## src/rtl/vga_timing_pkg.sv

```systemverilog
// Default 640x480@60 raster timing constants and helpers shared by the sync
// generator and the pixel renderers.
package vga_timing_pkg;

    localparam int H_DISP = 640;
    localparam int H_FP   = 16;
    localparam int H_SYNC = 96;
    localparam int H_BP   = 48;
    localparam int V_DISP = 480;
    localparam int V_FP   = 10;
    localparam int V_SYNC = 2;
    localparam int V_BP   = 33;

    localparam int H_TOTAL = H_DISP + H_FP + H_SYNC + H_BP;
    localparam int V_TOTAL = V_DISP + V_FP + V_SYNC + V_BP;

    localparam int HSYNC_START = H_DISP + H_FP;
    localparam int HSYNC_END   = HSYNC_START + H_SYNC - 1;
    localparam int VSYNC_START = V_DISP + V_FP;
    localparam int VSYNC_END   = VSYNC_START + V_SYNC - 1;

    localparam int SCREEN_W = H_DISP;
    localparam int SCREEN_H = V_DISP;

    localparam int COORD_W = 10;
    typedef logic [COORD_W-1:0] coord_t;

    // Inclusive range test used for the sync windows.
    function automatic logic in_span(input coord_t v, input int lo, input int hi);
        return (int'(v) >= lo) && (int'(v) <= hi);
    endfunction

endpackage

```

## src/rtl/pixel_tick_gen.sv

```systemverilog
// Pixel-rate enable: divides clk by CLK_DIV, emitting a registered one-clk
// p_tick CLK_DIV clocks after reset and every CLK_DIV clocks thereafter.
module pixel_tick_gen #(
    parameter int CLK_DIV = 4
) (
    input  logic clk,
    input  logic reset,
    output logic p_tick
);

    localparam int CW = (CLK_DIV > 1) ? $clog2(CLK_DIV) : 1;
    localparam logic [CW-1:0] LAST = CW'(CLK_DIV - 1);

    logic [CW-1:0] cnt_q, cnt_d;
    logic          tick_q;

    if (CLK_DIV < 1) begin : g_bad_div
        $error("pixel_tick_gen: CLK_DIV must be at least 1");
    end

    always_comb begin
        cnt_d = (cnt_q == LAST) ? '0 : cnt_q + 1'b1;
    end

    always_ff @(posedge clk) begin
        if (reset) begin
            cnt_q  <= '0;
            tick_q <= 1'b0;
        end else begin
            cnt_q  <= cnt_d;
            tick_q <= (cnt_q == LAST);
        end
    end

    assign p_tick = tick_q;

endmodule

```

## src/rtl/vga_sync_gen.sv

```systemverilog
// Raster timing generator: pixel x/y, hsync/vsync, video_on, frame_start.
// Define VGA_PIXEL_DELAY_EN to delay hsync/vsync/video_on by one pixel.
module vga_sync_gen #(
    parameter int CLK_DIV = 4,
    parameter int H_DISP  = vga_timing_pkg::H_DISP,
    parameter int H_FP    = vga_timing_pkg::H_FP,
    parameter int H_SYNC  = vga_timing_pkg::H_SYNC,
    parameter int H_BP    = vga_timing_pkg::H_BP,
    parameter int V_DISP  = vga_timing_pkg::V_DISP,
    parameter int V_FP    = vga_timing_pkg::V_FP,
    parameter int V_SYNC  = vga_timing_pkg::V_SYNC,
    parameter int V_BP    = vga_timing_pkg::V_BP
) (
    input  logic       clk,
    input  logic       reset,
    output logic       p_tick,
    output logic [9:0] x,
    output logic [9:0] y,
    output logic       video_on,
    output logic       hsync,
    output logic       vsync,
    output logic       frame_start
);
    import vga_timing_pkg::*;

    localparam int HT    = H_DISP + H_FP + H_SYNC + H_BP;
    localparam int VT    = V_DISP + V_FP + V_SYNC + V_BP;
    localparam int HS_LO = H_DISP + H_FP;
    localparam int HS_HI = HS_LO + H_SYNC - 1;
    localparam int VS_LO = V_DISP + V_FP;
    localparam int VS_HI = VS_LO + V_SYNC - 1;

    localparam coord_t X_LAST = coord_t'(HT - 1);
    localparam coord_t Y_LAST = coord_t'(VT - 1);

    if (HT > 1024 || VT > 1024) begin : g_bad_timing
        $error("vga_sync_gen: H_TOTAL/V_TOTAL exceed the 10-bit counter range");
    end

    logic   tick;
    coord_t x_q, x_d, y_q, y_d;
    logic   hs_q, hs_d, vs_q, vs_d, fs_q, fs_d;
    logic   vid_raw;

    pixel_tick_gen #(.CLK_DIV(CLK_DIV)) u_tick (
        .clk    (clk),
        .reset  (reset),
        .p_tick (tick)
    );

    always_comb begin
        x_d  = x_q;
        y_d  = y_q;
        fs_d = 1'b0;
        if (tick) begin
            if (x_q == X_LAST) begin
                x_d = '0;
                if (y_q == Y_LAST) begin
                    y_d  = '0;
                    fs_d = 1'b1;
                end else begin
                    y_d = y_q + 1'b1;
                end
            end else begin
                x_d = x_q + 1'b1;
            end
        end
        // Syncs decode the next-state counters so they land with their x/y.
        hs_d = !in_span(x_d, HS_LO, HS_HI);
        vs_d = !in_span(y_d, VS_LO, VS_HI);
    end

    always_ff @(posedge clk) begin
        if (reset) begin
            x_q  <= '0;
            y_q  <= '0;
            hs_q <= 1'b1;
            vs_q <= 1'b1;
            fs_q <= 1'b0;
        end else begin
            x_q  <= x_d;
            y_q  <= y_d;
            hs_q <= hs_d;
            vs_q <= vs_d;
            fs_q <= fs_d;
        end
    end

    assign vid_raw = (x_q < coord_t'(H_DISP)) && (y_q < coord_t'(V_DISP));

`ifdef VGA_PIXEL_DELAY_EN
    // One pixel of lag to line up with the registered glyph ROM downstream.
    logic hs_dly_q, vs_dly_q, vo_dly_q;

    always_ff @(posedge clk) begin
        if (reset) begin
            hs_dly_q <= 1'b1;
            vs_dly_q <= 1'b1;
            vo_dly_q <= 1'b1;
        end else if (tick) begin
            hs_dly_q <= hs_q;
            vs_dly_q <= vs_q;
            vo_dly_q <= vid_raw;
        end
    end

    assign hsync    = hs_dly_q;
    assign vsync    = vs_dly_q;
    assign video_on = vo_dly_q;
`else
    assign hsync    = hs_q;
    assign vsync    = vs_q;
    assign video_on = vid_raw;
`endif

    assign p_tick      = tick;
    assign x           = x_q;
    assign y           = y_q;
    assign frame_start = fs_q;

endmodule

```

## config.mk

```make
export PLATFORM = sky130hd
export DESIGN_NAME = vga_sync_gen
export DESIGN_NICKNAME = d
export VERILOG_FILES = /design/src/rtl/vga_timing_pkg.sv /design/src/rtl/pixel_tick_gen.sv /design/src/rtl/vga_sync_gen.sv
export SDC_FILE = /design/constraint.sdc
export NUM_CORES = 1
export LEC_CHECK = 0
export BUFFER_PORTS_ARGS = -buffer_cell sky130_fd_sc_hd__buf_2
export CAP_MARGIN = 20
export CORE_MARGIN = 1
export CORE_UTILIZATION = 40
export DETAILED_ROUTE_END_ITERATION = 12
export PLACE_DENSITY = 0.65
export SLEW_MARGIN = 40
export SYNTH_ARGS = -nofsm -noshare
export SYNTH_HDL_FRONTEND = slang
export SYNTH_SLANG_ARGS = --single-unit
```

## constraint.sdc

```tcl
create_clock -name clk -period 2.94 [get_ports clk]
set_clock_uncertainty 0.15 [all_clocks]
set_input_delay 0.588 -clock clk [delete_from_list [all_inputs] [get_ports clk]]
set_output_delay 0.588 -clock clk [all_outputs]
set_load 0.005 [all_outputs]
```

### Word level (Yosys, flattened, before mapping)

Index checks and enable logic that the tools add are counted.

* bits in registers: 26
* input port bits: 2
* output and inout port bits: 25
* word-level logic and storage cells: 34

* add/subtract/negate cells: 3
* reductions and logical operators: 7
* magnitude comparators: 6
* bitwise operators: 2
* muxes and demuxes: 6
* eq/ne operators: 3

Operators with widths (number)
* 10-bit 2-to-1 mux: 5
* 10-bit by 1-bit adder with 10-bit output, second input constant: 2
* 10-bit equality test, second input constant: 2
* 10-bit >= comparator, second input constant: 1
* 10-bit by 9-bit >= comparator with 1-bit output, second input constant: 1
* 10-bit <= comparator, second input constant: 1
* 10-bit by 9-bit <= comparator with 1-bit output, second input constant: 1
* 10-bit < comparator, second input constant: 1
* 10-bit by 9-bit < comparator with 1-bit output, second input constant: 1
* 1-bit logical AND: 3
* 3-bit OR reduction: 1
* 2-bit by 1-bit adder with 2-bit output, second input constant: 1
* 2-bit equality test, second input constant: 1
* 1-bit zero test: 2
* 1-bit NOT: 2
* 2-bit OR reduction: 1
* 1-bit 2-to-1 mux: 1

### Depth between registers and ports, before layout

Gate-level depths: netlist (run 1).

* depth after elaboration: 7
* mapped depth: 7
* gate-level depth less buffers: 7

### Cells and area by module

Synthesis (run 1) repeated with hierarchy kept, for this count alone.

* cell total of the unflattened synthesis: 154
* area, all modules: 1367.6 µm²

By module, submodules not included
* vga_sync_gen: times used 1, area an instance 1263.7 µm², cells each 147, seq. area each 460.4 µm²
* pixel_tick_gen: times used 1, area an instance 103.8 µm², cells each 7, seq. area each 60.1 µm²

### Worst setup path after synthesis (run 1)

OpenSTA, ideal clock, no wires.

* kind: register to register
* start point: register x_q[0] (netlist: x[0])
* end point: register vs_q (netlist: vsync)
* arrival time: 2.275 ns
* setup time: 0.131 ns
* period minus slack after synthesis: 2.556 ns
* cell stages (with the launch flop): 7
* required time: 2.659 ns
* buffers on the path: 0
* slack: 0.384 ns
* path through: dfxtp_1 > ha_1 > nand2_1 > or4_4 > or4_1 > a221oi_2 > nand4_1

* cells in the longest elaborated chain, start to end: 6
* elaborated cells on any way between the ends: 7
* those cells by class: order compare (2); eq/ne (1); mux (2); reduce/logical (2)

Ends and longest elaborated chain
* from (decl): line vga_sync_gen.sv:41 `coord_t x_q, x_d, y_q, y_d;`
* from (signal assigned): line vga_sync_gen.sv:75 `x_q <= '0;`
* from (signal assigned): line vga_sync_gen.sv:81 `x_q <= x_d;`
* 10-bit equality test *: line vga_sync_gen.sv:56 `if (x_q == X_LAST) begin`
* 10-bit 2-to-1 mux *: line vga_sync_gen.sv:56
* 10-bit 2-to-1 mux *: line vga_sync_gen.sv:55 `if (tick) begin`
* 10-bit by 9-bit >= comparator with 1-bit output or 10-bit by 9-bit <= comparator with 1-bit output (tied branches): line vga_timing_pkg.sv:30 `return (int'(v) >= lo) && (int'(v) <= hi);`
* 1-bit logical AND *: line vga_timing_pkg.sv:30
* 1-bit zero test *: line vga_sync_gen.sv:70 `vs_d = !in_span(y_d, VS_LO, VS_HI);`
* to (signal assigned): line vga_sync_gen.sv:84 `vs_q <= vs_d;`
* to (decl): line vga_sync_gen.sv:42 `logic hs_q, hs_d, vs_q, vs_d, fs_q, fs_d;`

Mark *: on every way between the ends. The rest lies on a longest branch, timed or not.
A chain may end at the register's enable or synchronous reset.

### Final worst setup path (run 1)

Same ends and word-level chain as after synthesis.

==> results of run 1 <==
==> routing by layer <==
metal | global-route usage, % | part of all wire (%)
met1 | 25.28 | 48
met2 | 29.65 | 46
met3 | 3.313 | 4.9
met4 | 5.714 | 1.0
met5 | 0 | 0
==> kinds of logic (layout without fill, tap and decap cells) <==
group | after synthesis | after routing
xor+xnor | 7 | 7
simple gates | 80 | 80
flops | 26 | 26
compound gates | 36 | 36
buf+inv | 18 | 42
fa+ha+maj | 4 | 4
mux | 2 | 2
==> layout make-up <==
type / count / area, um2
Fill cell: 343 / 1763
Multi-Input combinational cell: 129 / 832.0
Sequential cell: 26 / 520.5
Timing Repair Buffer: 30 / 160.2
Tap cell: 46 / 57.56
Inverter: 9 / 33.78
Clock buffer: 3 / 22.52
==> metrics by stage <==
step	area, um2	hold WS [ps]	power, W
final	1627	298.7	0.0005397
after global routing	1627	309.3	0.0005608
after CTS	1627	296.1	0.0005451
after detailed placement	1604	269.5	0.0003940
after global placement	1604	264.3	0.0003925
after floorplan	1431	257.3	0.0003856
==> path summary, 6_finish.rpt <==
| kind | from | endpoint |
|---|---|---|
| max | x[0] | vsync |
| min | u_tick.cnt_q[0] | u_tick.cnt_q[0] |
| max reg2reg | x[0] | vsync |
| min reg2reg | u_tick.cnt_q[0] | u_tick.cnt_q[0] |
==> power groups by stage <==
stage	clock (W)	sequential, W	combinational [W]
CTS	0.000159	0.000364	0.0000224
finish	0.000154	0.000364	0.0000223
global route	0.000170	0.000365	0.0000255
detailed placement	0	0.000372	0.0000224
global placement	0	0.000371	0.0000213
floorplan	0	0.000371	0.0000150
==> sequential cells by signal, summed over array words and instances (netlist names) <==
signal         flops
frame_start        1
x                 10
u_tick.p_tick      1
y                 10
vsync              1
u_tick.cnt_q       2
hsync              1
==> worst reg2reg max path: stages, from the launching register on <==
cell and delay [ps]:
sky130_fd_sc_hd__dfxtp_1 470, sky130_fd_sc_hd__ha_1 280, sky130_fd_sc_hd__nand2_1 100, sky130_fd_sc_hd__or4_4 640
sky130_fd_sc_hd__or4_1 550, sky130_fd_sc_hd__a221oi_2 290, sky130_fd_sc_hd__nand4_1 150
==> synthesized netlist by cell type <==
cell	number
sky130_fd_sc_hd__or4bb_1	3
sky130_fd_sc_hd__a21oi_1	10
sky130_fd_sc_hd__o22ai_1	2
sky130_fd_sc_hd__a221oi_2	1
sky130_fd_sc_hd__or4_1	3
sky130_fd_sc_hd__a2111o_1	1
sky130_fd_sc_hd__a211oi_1	3
sky130_fd_sc_hd__a22oi_1	1
sky130_fd_sc_hd__dfxtp_1	26
sky130_fd_sc_hd__nor3_1	11
sky130_fd_sc_hd__buf_2	3
sky130_fd_sc_hd__nand3b_1	1
sky130_fd_sc_hd__o31ai_1	3
sky130_fd_sc_hd__o211ai_1	1
sky130_fd_sc_hd__ha_1	4
sky130_fd_sc_hd__nor4_1	1
sky130_fd_sc_hd__or3_4	1
sky130_fd_sc_hd__nand3_2	1
sky130_fd_sc_hd__nand4_1	10
sky130_fd_sc_hd__nor4_2	1
sky130_fd_sc_hd__buf_6	1
sky130_fd_sc_hd__nor3b_1	1
sky130_fd_sc_hd__mux2i_1	2
sky130_fd_sc_hd__xnor2_1	4
sky130_fd_sc_hd__o21ai_0	9
sky130_fd_sc_hd__and2_1	4
sky130_fd_sc_hd__or2_2	2
sky130_fd_sc_hd__nor4bb_1	1
sky130_fd_sc_hd__nor2_1	11
sky130_fd_sc_hd__and3_1	5
sky130_fd_sc_hd__clkbuf_1	5
sky130_fd_sc_hd__nor2b_1	1
sky130_fd_sc_hd__nand3_1	5
sky130_fd_sc_hd__a31oi_1	1
sky130_fd_sc_hd__a211o_1	1
sky130_fd_sc_hd__xor2_1	3
sky130_fd_sc_hd__or4b_1	1
sky130_fd_sc_hd__nand2_1	14
sky130_fd_sc_hd__o311ai_0	1
sky130_fd_sc_hd__inv_1	9
sky130_fd_sc_hd__o221ai_1	1
sky130_fd_sc_hd__or3_1	2
sky130_fd_sc_hd__o21a_1	1
sky130_fd_sc_hd__or4_4	1
==> flow_summary.toml, run 1 <==
[power]
power_density_over_cell_area_nw_per_um2 = 331.8
power.switching_fraction_pct = 22.89
max-vdd-ir-drop_uv = 159.7
share_comb_of_total_power_pct = 4.1
seq_power_share_pct = 67.4
intPower_w = 0.0004162
share_clk_of_total_power_pct = 28.4
leakage_nw = 0.5917
p_sw_w = 0.0001235

[min_path]
hold_class = "reg2reg"
whs_path_depth = 1

[critical_path]
category_of_the_most_critical_setup_path = "reg2reg"
path_buf_inv = 0
critPathLaunchType = "flip-flop"
worst_setup_path_end_kind = "flip-flop"
critical_path.max_stage_delay_ps = 640
crit_fanout = 14
worst-endpoint-arrival_ps = 2810
timing.reg2reg.setup_slack_ps = 180
crit_cells = 6
cp.required_ps = 2980
critPathSlowestCell = "sky130_fd_sc_hd__or4_4"
worst_path_dominant_cell_family = "simple AND/OR/NAND/NOR gates"
path_cells = "ha_1 > nand2_1 > or4_4 > or4_1 > a221oi_2 > nand4_1"
r2r_cell_count = 6

[global_route]
global_route_wire_length_before_repair_mm = 5.306
grt_pass1_vias = 1171
grtUsageTotal_pct = 18.48
globalRoute.totalOverflow = 0
grt_antenna_before_repair = 0
grt_start_max_net_pins = 22

[clock_network]
postCtsResizedCells = 0
clock_tree_from_tritoncts = "yes"
worst_skew_pair.late_latency_ps = 320
cts.sink_count = 26
clk_pin_slew_ps = 140
cts.path.max_buffers = 2
cts_post_setup_buffers_inserted = 0
clockRootBuffer = "sky130_fd_sc_hd__clkbuf_4"
number_of_buffers_added_to_fix_hold_violations_after_cts = 0
cts_inserted_buffers = 3
cts.htree.levels = 1

[drt]
drt-vias-per-instance = 5.630
detail_route.wl_per_cell_um = 13.87
drt_first_pass_iters = 4
drc = 0
wirelength_mm = 3.371
first_drt_iteration_drcs = 90
drt.antenna.violating_nets = 0
num_vias = 1368

[synthesis]
yosys_register_bits = 26
netlist_instances = 173
synth_mux_area_share_pct = 1.399
avgSynthCellArea_um2 = 8.274
synth_top_area_share_pct = 36.36
synth_sequential_area_ratio_pct = 36.36
synth.lib_cells_used.distinct = 44
yosys.area_share.xor_xnor_pct = 4.283
synth_area_leader_cell = "sky130_fd_sc_hd__dfxtp_1"
synth_area_leaders = "sky130_fd_sc_hd__dfxtp_1, sky130_fd_sc_hd__nand4_1, sky130_fd_sc_hd__nor3_1, sky130_fd_sc_hd__nand2_1, sky130_fd_sc_hd__a21oi_1"
largest_family_of_logic_cells_by_synthesized_area = "simple AND/OR/NAND/NOR gates"
synth_fp_nets = 179
yosys.area_share.simple_pct = 32.60
ys.warnings.count = 0
synth_compound_area_share_pct = 16.35
synthAdderAreaFrac_pct = 3.497
synth_area_um2 = 1431

[sta]
final.period_utilization_pct = 93.98
min_period_ps = 2763
setup_repair_after_global_routing_missed_its_margin = "false"
setup_viol = 0
hold_viol = 0
timing.max_slew.rel_slack_pct = 64.57
finalSetupTns_ps = 0
final.setup.worst_slack_ps = 177.0
highest_clock_rate_mhz = 361.9
report.final.slew_viol_count = 0
worst_pin_slew_ps = 524.8

[cells_and_area]
final_util_pct = 47.99
area_delta_synth_final_pct = 13.64
finalNetCount = 205
most-common-layout-cells = "sky130_fd_sc_hd__dfxtp_1, sky130_fd_sc_hd__buf_2, sky130_fd_sc_hd__nand2_1"
diodes = 0
drive_above_1_share_pct = 20.30
fin_cells = 243

[floorplanning]
initial_utilization_pct = 42.23
floorplan.io_pins = 27
floorplan.core_area_um2 = 3390
die-width_um = 61.82
die_outline_area_um2 = 3822
fp.dieH_um = 61.82
rows = 21

[placement]
placedCellCount = 240
post-dp-hpwl_mm = 2.471
routabilityCongestion = 0.8443
port_buffers = 26
dp_worst_setup_slack_ps = 213.8

[outcome]
status = "complete, no violations"

[job]
max-cap-violations = 0
Power figures use the tool's default switching activity.
==> inputs of run 2 (changes only) <==
Settings changed: SYNTH_HIERARCHICAL set to 1.
==> run 2 against run 1 <==
Highest routed layer unchanged. Design area decreased by 4.0%. Core utilization up 1.5 points. Critical path depth did not move. Critical endpoint unchanged. Critical path type unchanged. Area after synthesis fell by 4.5%. Synthesized cell count down 11%. Clock power rose by 61%. Clock-buffer cell count did not move. Via count shrank 12%.
==> flow_summary.toml, run 2 <==
[cells_and_area]
diodes = 0
area_delta_synth_final_pct = 14.18
final_util_pct = 49.52
most-common-layout-cells = "sky130_fd_sc_hd__dfxtp_1, sky130_fd_sc_hd__buf_2, sky130_fd_sc_hd__nand2_1"
nFillCells = 332
final_cell_area_um2 = 1562
drive_above_1_share_pct = 23.16
finalNetCount = 184

[placement]
post-dp-hpwl_mm = 2.178
port_buffers = 26
post_dp_cell_area_um2 = 1509
routabilityCongestion = 0.8284
dp_worst_setup_slack_ps = 596.9

[floorplanning]
initial_utilization_pct = 43.37
rows = 20
fp.dieH_um = 60.47
floorplan.io_pins = 27
die_outline_area_um2 = 3657
floorplan.core_area_um2 = 3153
die-width_um = 60.47

[clock_network]
clk_pin_slew_ps = 140
cts.sink_count = 26
cts.path.max_buffers = 2
cts.htree.levels = 1
postCtsResizedCells = 0
cts_inserted_buffers = 3
number_of_buffers_added_to_fix_hold_violations_after_cts = 0
clockRootBuffer = "sky130_fd_sc_hd__clkbuf_4"
worst_skew_pair.late_latency_ps = 330
clock_tree_from_tritoncts = "yes"
cts_post_setup_buffers_inserted = 0

[critical_path]
critPathLaunchType = "flip-flop"
worst_setup_path_end_kind = "flip-flop"
crit_fanout = 12
cp.required_ps = 3010
category_of_the_most_critical_setup_path = "reg2reg"
worst-endpoint-arrival_ps = 2470

[global_route]
grt_start_max_net_pins = 19
grtUsageTotal_pct = 17.81
grt_pass1_vias = 1053
grt_antenna_before_repair = 0
global_route_wire_length_before_repair_mm = 4.830
globalRoute.totalOverflow = 0

[sta]
min_period_ps = 2405
final.period_utilization_pct = 81.81
finalSetupTns_ps = 0
highest_clock_rate_mhz = 415.8
timing.max_slew.rel_slack_pct = 70.94
hold_viol = 0
report.final.slew_viol_count = 0
worst_pin_slew_ps = 435.9
setup_repair_after_global_routing_missed_its_margin = "false"
final.setup.worst_slack_ps = 534.8
setup_viol = 0

[synthesis]
post_synth_edffs = 0
ys.warnings.count = 6
yosys_register_bits = 26
netlist_instances = 154
synth_area_leaders = "sky130_fd_sc_hd__dfxtp_1, sky130_fd_sc_hd__xnor2_1, sky130_fd_sc_hd__nand2_1, sky130_fd_sc_hd__nor2_1, sky130_fd_sc_hd__xor2_1"
async_reset_ff_share_pct = 0
postSynth.topFlopCell = "sky130_fd_sc_hd__dfxtp_1"
synth_area_um2 = 1368
synthTopCellsByCount = "sky130_fd_sc_hd__dfxtp_1, sky130_fd_sc_hd__nand2_1, sky130_fd_sc_hd__nor2_1"
avgSynthCellArea_um2 = 8.880
synth_fp_nets = 160
most_common_cell_in_the_synthesized_netlist = "sky130_fd_sc_hd__dfxtp_1"
synth_sequential_area_ratio_pct = 38.06
synth_area_leader_cell = "sky130_fd_sc_hd__dfxtp_1"
synth_top_area_share_pct = 38.06
synth.lib_cells_used.distinct = 43

[drt]
drt-vias-per-instance = 5.471
drt.antenna.violating_nets = 0
first_drt_iteration_drcs = 32
detail_route.wl_per_cell_um = 13.64
drc = 0
num_vias = 1209
drt_first_pass_iters = 4
wirelength_mm = 3.015

[power]
share_comb_of_total_power_pct = 2.6
seq_power_share_pct = 57.7
share_clk_of_total_power_pct = 39.7
max-vdd-ir-drop_uv = 198.2
intPower_w = 0.0005025
p_sw_w = 0.0001215
power.switching_fraction_pct = 19.46
power_density_over_cell_area_nw_per_um2 = 399.6
leakage_nw = 0.6057

[outcome]
status = "complete, no violations"

[job]
max-cap-violations = 0

[min_path]
hold_class = "reg2reg"
## run 2: layout make-up
cell class,count,area [um2],share of cell area [%]
Tap cell,44,55.05,3.526
Timing Repair Buffer,27,137.6,8.814
Clock inverter,1,30.03,1.923
Clock buffer,3,22.52,1.442
Multi-Input combinational cell,118,788.3,50.48
Sequential cell,26,520.5,33.33
Inverter,2,7.507,0.4808
## run 2: cell families after synthesis
group | synth area share, %
AO/OA/AOI/OAI | 9.058
AND/OR/NAND/NOR | 34.49
XOR/XNOR | 8.966
buffers and inverters | 4.300
adder cells (fa/ha/maj) | 3.660
multiplexers | 1.464
flip-flops | 38.06
## run 2: power by group through the flow
stage	clock network (W)	registers, W	logic, W
final	0.000248	0.000360	0.0000160
after global routing	0.000262	0.000361	0.0000191
after CTS	0.000254	0.000360	0.0000164
after detailed placement	0	0.000368	0.0000166
after global placement	0	0.000368	0.0000158
after floorplan	0	0.000368	0.0000107
## run 2: worst max-delay path, stage by stage, from the launching register on
cell and delay (ps):
sky130_fd_sc_hd__dfxtp_1 410, sky130_fd_sc_hd__ha_1 180, sky130_fd_sc_hd__and4_1 380, sky130_fd_sc_hd__and4_1 530, sky130_fd_sc_hd__o21ai_0 230, sky130_fd_sc_hd__a221oi_1 280
sky130_fd_sc_hd__nand4_1 140
## run 2: layer usage
layer  up-vias  GRT usage (%)  wire [um]
li1        597              -          -
met1       576          24.67       1442
met2        30          27.00       1400
met3         6          2.985        127
met4         0          8.442         44
met5         -              0          0
## run 2: final timing paths
| kind | from | endpoint | slack (ps) | cells after the start |
|---|---|---|---|---|
| max | x[0] | vsync | 530 | 6 |
| max reg2reg | x[0] | vsync | 530 | 6 |
| min reg2reg | u_tick/cnt_q[0] | u_tick/cnt_q[0] | 290 | 1 |
| min | u_tick/cnt_q[0] | u_tick/cnt_q[0] | 290 | 1 |
## run 2: stage by stage
step	cells	total power, W	hold slack, ps
3_3_place_gp	217	0.0003835	264.0
3_5_place_dp	217	0.0003848	278.4
5_1_grt	221	0.0006419	322.4
6_report	221	0.0006240	292.7
4_1_cts	221	0.0006313	296.8
2_1_floorplan	154	0.0003784	256.1
==> inputs of run 3 (changes only) <==
Clock period 2.94 ns to 2.45 ns, I/O delays scaled along.
==> run 3 against run 2 <==
Clock-buffer cell count unchanged. Core utilization up 1.4 points. Sequential power up 20%. Highest routed layer unchanged. Combinational power up 28%. Register-to-register slack worse by 350 ps. Global-route usage up 1.1 points. Critical path type unchanged.
==> flow_summary.toml, run 3 (synthesis gave the netlist of run 2 again) <==
[outcome]
status = "complete, no violations"

[global_route]
grt_pass1_vias = 1096
grtUsageTotal_pct = 18.93
global_route_wire_length_before_repair_mm = 5.140
globalRoute.totalOverflow = 0
grt_antenna_before_repair = 0
grt_start_max_net_pins = 19

[clock_network]
cts.htree.levels = 1
worst_skew_pair.late_latency_ps = 320
cts.path.max_buffers = 2
cts_inserted_buffers = 3
clk_pin_slew_ps = 140
clock_tree_from_tritoncts = "yes"
postCtsResizedCells = 0
clockRootBuffer = "sky130_fd_sc_hd__clkbuf_4"
number_of_buffers_added_to_fix_hold_violations_after_cts = 0
cts_post_setup_buffers_inserted = 0
cts.sink_count = 26

[critical_path]
reg2reg_to = "vsync"
timing.reg2reg.setup_slack_ps = 190
worst_setup_path_end_kind = "flip-flop"
worst-endpoint-arrival_ps = 2320
critical_path.max_stage_delay_ps = 550
r2r_cell_count = 6
critPathSlowestCell = "sky130_fd_sc_hd__or4_4"
category_of_the_most_critical_setup_path = "reg2reg"
crit_fanout = 9
cp.required_ps = 2510
critPathLaunchType = "flip-flop"
path_cells = "ha_1 > and4_1 > nand4_4 > or4_4 > a21oi_2 > nand4_1"
r2r_start = "x[0]"

[min_path]
whs_path_depth = 1
hold_end = "u_tick/cnt_q[0]"
hold_class = "reg2reg"
hold_path.startpoint = "u_tick/cnt_q[0]"

[placement]
post-dp-hpwl_mm = 2.233
port_buffers = 26
post_dp_cell_area_um2 = 1554
placedCellCount = 223
routabilityCongestion = 0.9204

[power]
seq_power_share_pct = 58.3
intPower_w = 0.0006032
power_density_over_cell_area_nw_per_um2 = 461.8
leakage_nw = 0.6385
p_sw_w = 0.0001387
power.switching_fraction_pct = 18.70
share_clk_of_total_power_pct = 39.0
totalPowerFinal_w = 0.0007419
max-vdd-ir-drop_uv = 299.5
share_comb_of_total_power_pct = 2.8

[drt]
detail_route.wl_per_cell_um = 12.94
drc = 0
drt_first_pass_iters = 4
wirelength_mm = 2.938
drt-vias-per-instance = 5.233
num_vias = 1188
drt.antenna.violating_nets = 0
first_drt_iteration_drcs = 24

[sta]
finalSetupTns_ps = 0
hold_viol = 0
worst_pin_slew_ps = 443.7
min_period_ps = 2263
report.final.slew_viol_count = 0
setup_repair_after_global_routing_missed_its_margin = "false"
highest_clock_rate_mhz = 441.9
final.period_utilization_pct = 92.38
setup_viol = 0
timing.max_slew.rel_slack_pct = 70.14

[floorplanning]
die-width_um = 60.47
fp.dieH_um = 60.47
floorplan.core_area_um2 = 3153
die_outline_area_um2 = 3657
rows = 20
initial_utilization_pct = 43.37
floorplan.io_pins = 27

[cells_and_area]
most-common-layout-cells = "sky130_fd_sc_hd__dfxtp_1, sky130_fd_sc_hd__buf_2, sky130_fd_sc_hd__nand2_1"
finalNetCount = 190
area_delta_synth_final_pct = 17.47
final_util_pct = 50.95
fin_cells = 227
final_cell_area_um2 = 1607
multiInputGateArea_um2 = 788.3
ff_latch_area_um2 = 520.5
nFillCells = 346
diodes = 0
drive_above_1_share_pct = 25.68

[job]
max-cap-violations = 0
-- run 3: changes by cell type in the layout (fill, tap and decap cells not counted), sizes merged --
cell  before  now
buf       27   33
-- run 3: layer usage --
metal | routed length (um) | track usage [%] | share of wire (%)
met5 | 0 | 0 | 0
met2 | 1258 | 28.26 | 43
met3 | 137 | 4.904 | 4.7
met4 | 15 | 6.494 | 0.51
met1 | 1526 | 26.50 | 52
-- run 3: power by group through the flow --
| stage | clock, W | combinational, W | sequential (W) |
|---|---|---|---|
| 6_report | 0.000289 | 0.0000205 | 0.000432 |
| 3_5_place_dp | 0 | 0.0000209 | 0.000442 |
| 2_1_floorplan | 0 | 0.0000128 | 0.000441 |
| 4_1_cts | 0.000306 | 0.0000210 | 0.000433 |
| 5_1_grt | 0.000324 | 0.0000240 | 0.000433 |
| 3_3_place_gp | 0 | 0.0000196 | 0.000441 |
-- run 3: cell type report --
type / instances / area share, %
clock inverters: 1 / 1.869
repair buffers: 33 / 11.37
flip-flops and latches: 26 / 32.40
inverters: 2 / 0.4673
well taps: 44 / 3.427
clock buffers: 3 / 1.402
multi-input cells: 118 / 49.07
-- run 3: how the worst max path moves through the flow --
stage | end | start
detailed placement | vsync | x[0]
floorplan | vsync | x[0]
finish | vsync | x[0]
global route | y[9] | x[0]
global placement | vsync | x[0]
CTS | vsync | x[0]
-- run 3: critical path: cells and delay by family (launching register included) --
kind                     cells  cell delay, ps
AND/OR/NAND/NOR              4            1220
AO/OA/AOI/OAI                1             170
flip-flops                   1             420
adder cells (fa/ha/maj)      1             190
-- run 3: stage by stage --
step / setup WS, ps / hold WS [ps]
global placement: 302.7 / 264.2
finish: 186.8 / 288.6
detailed placement: 240.7 / 271.8
CTS: 197.1 / 292.1
floorplan: 420.5 / 256.1
global route: 87.65 / 301.0
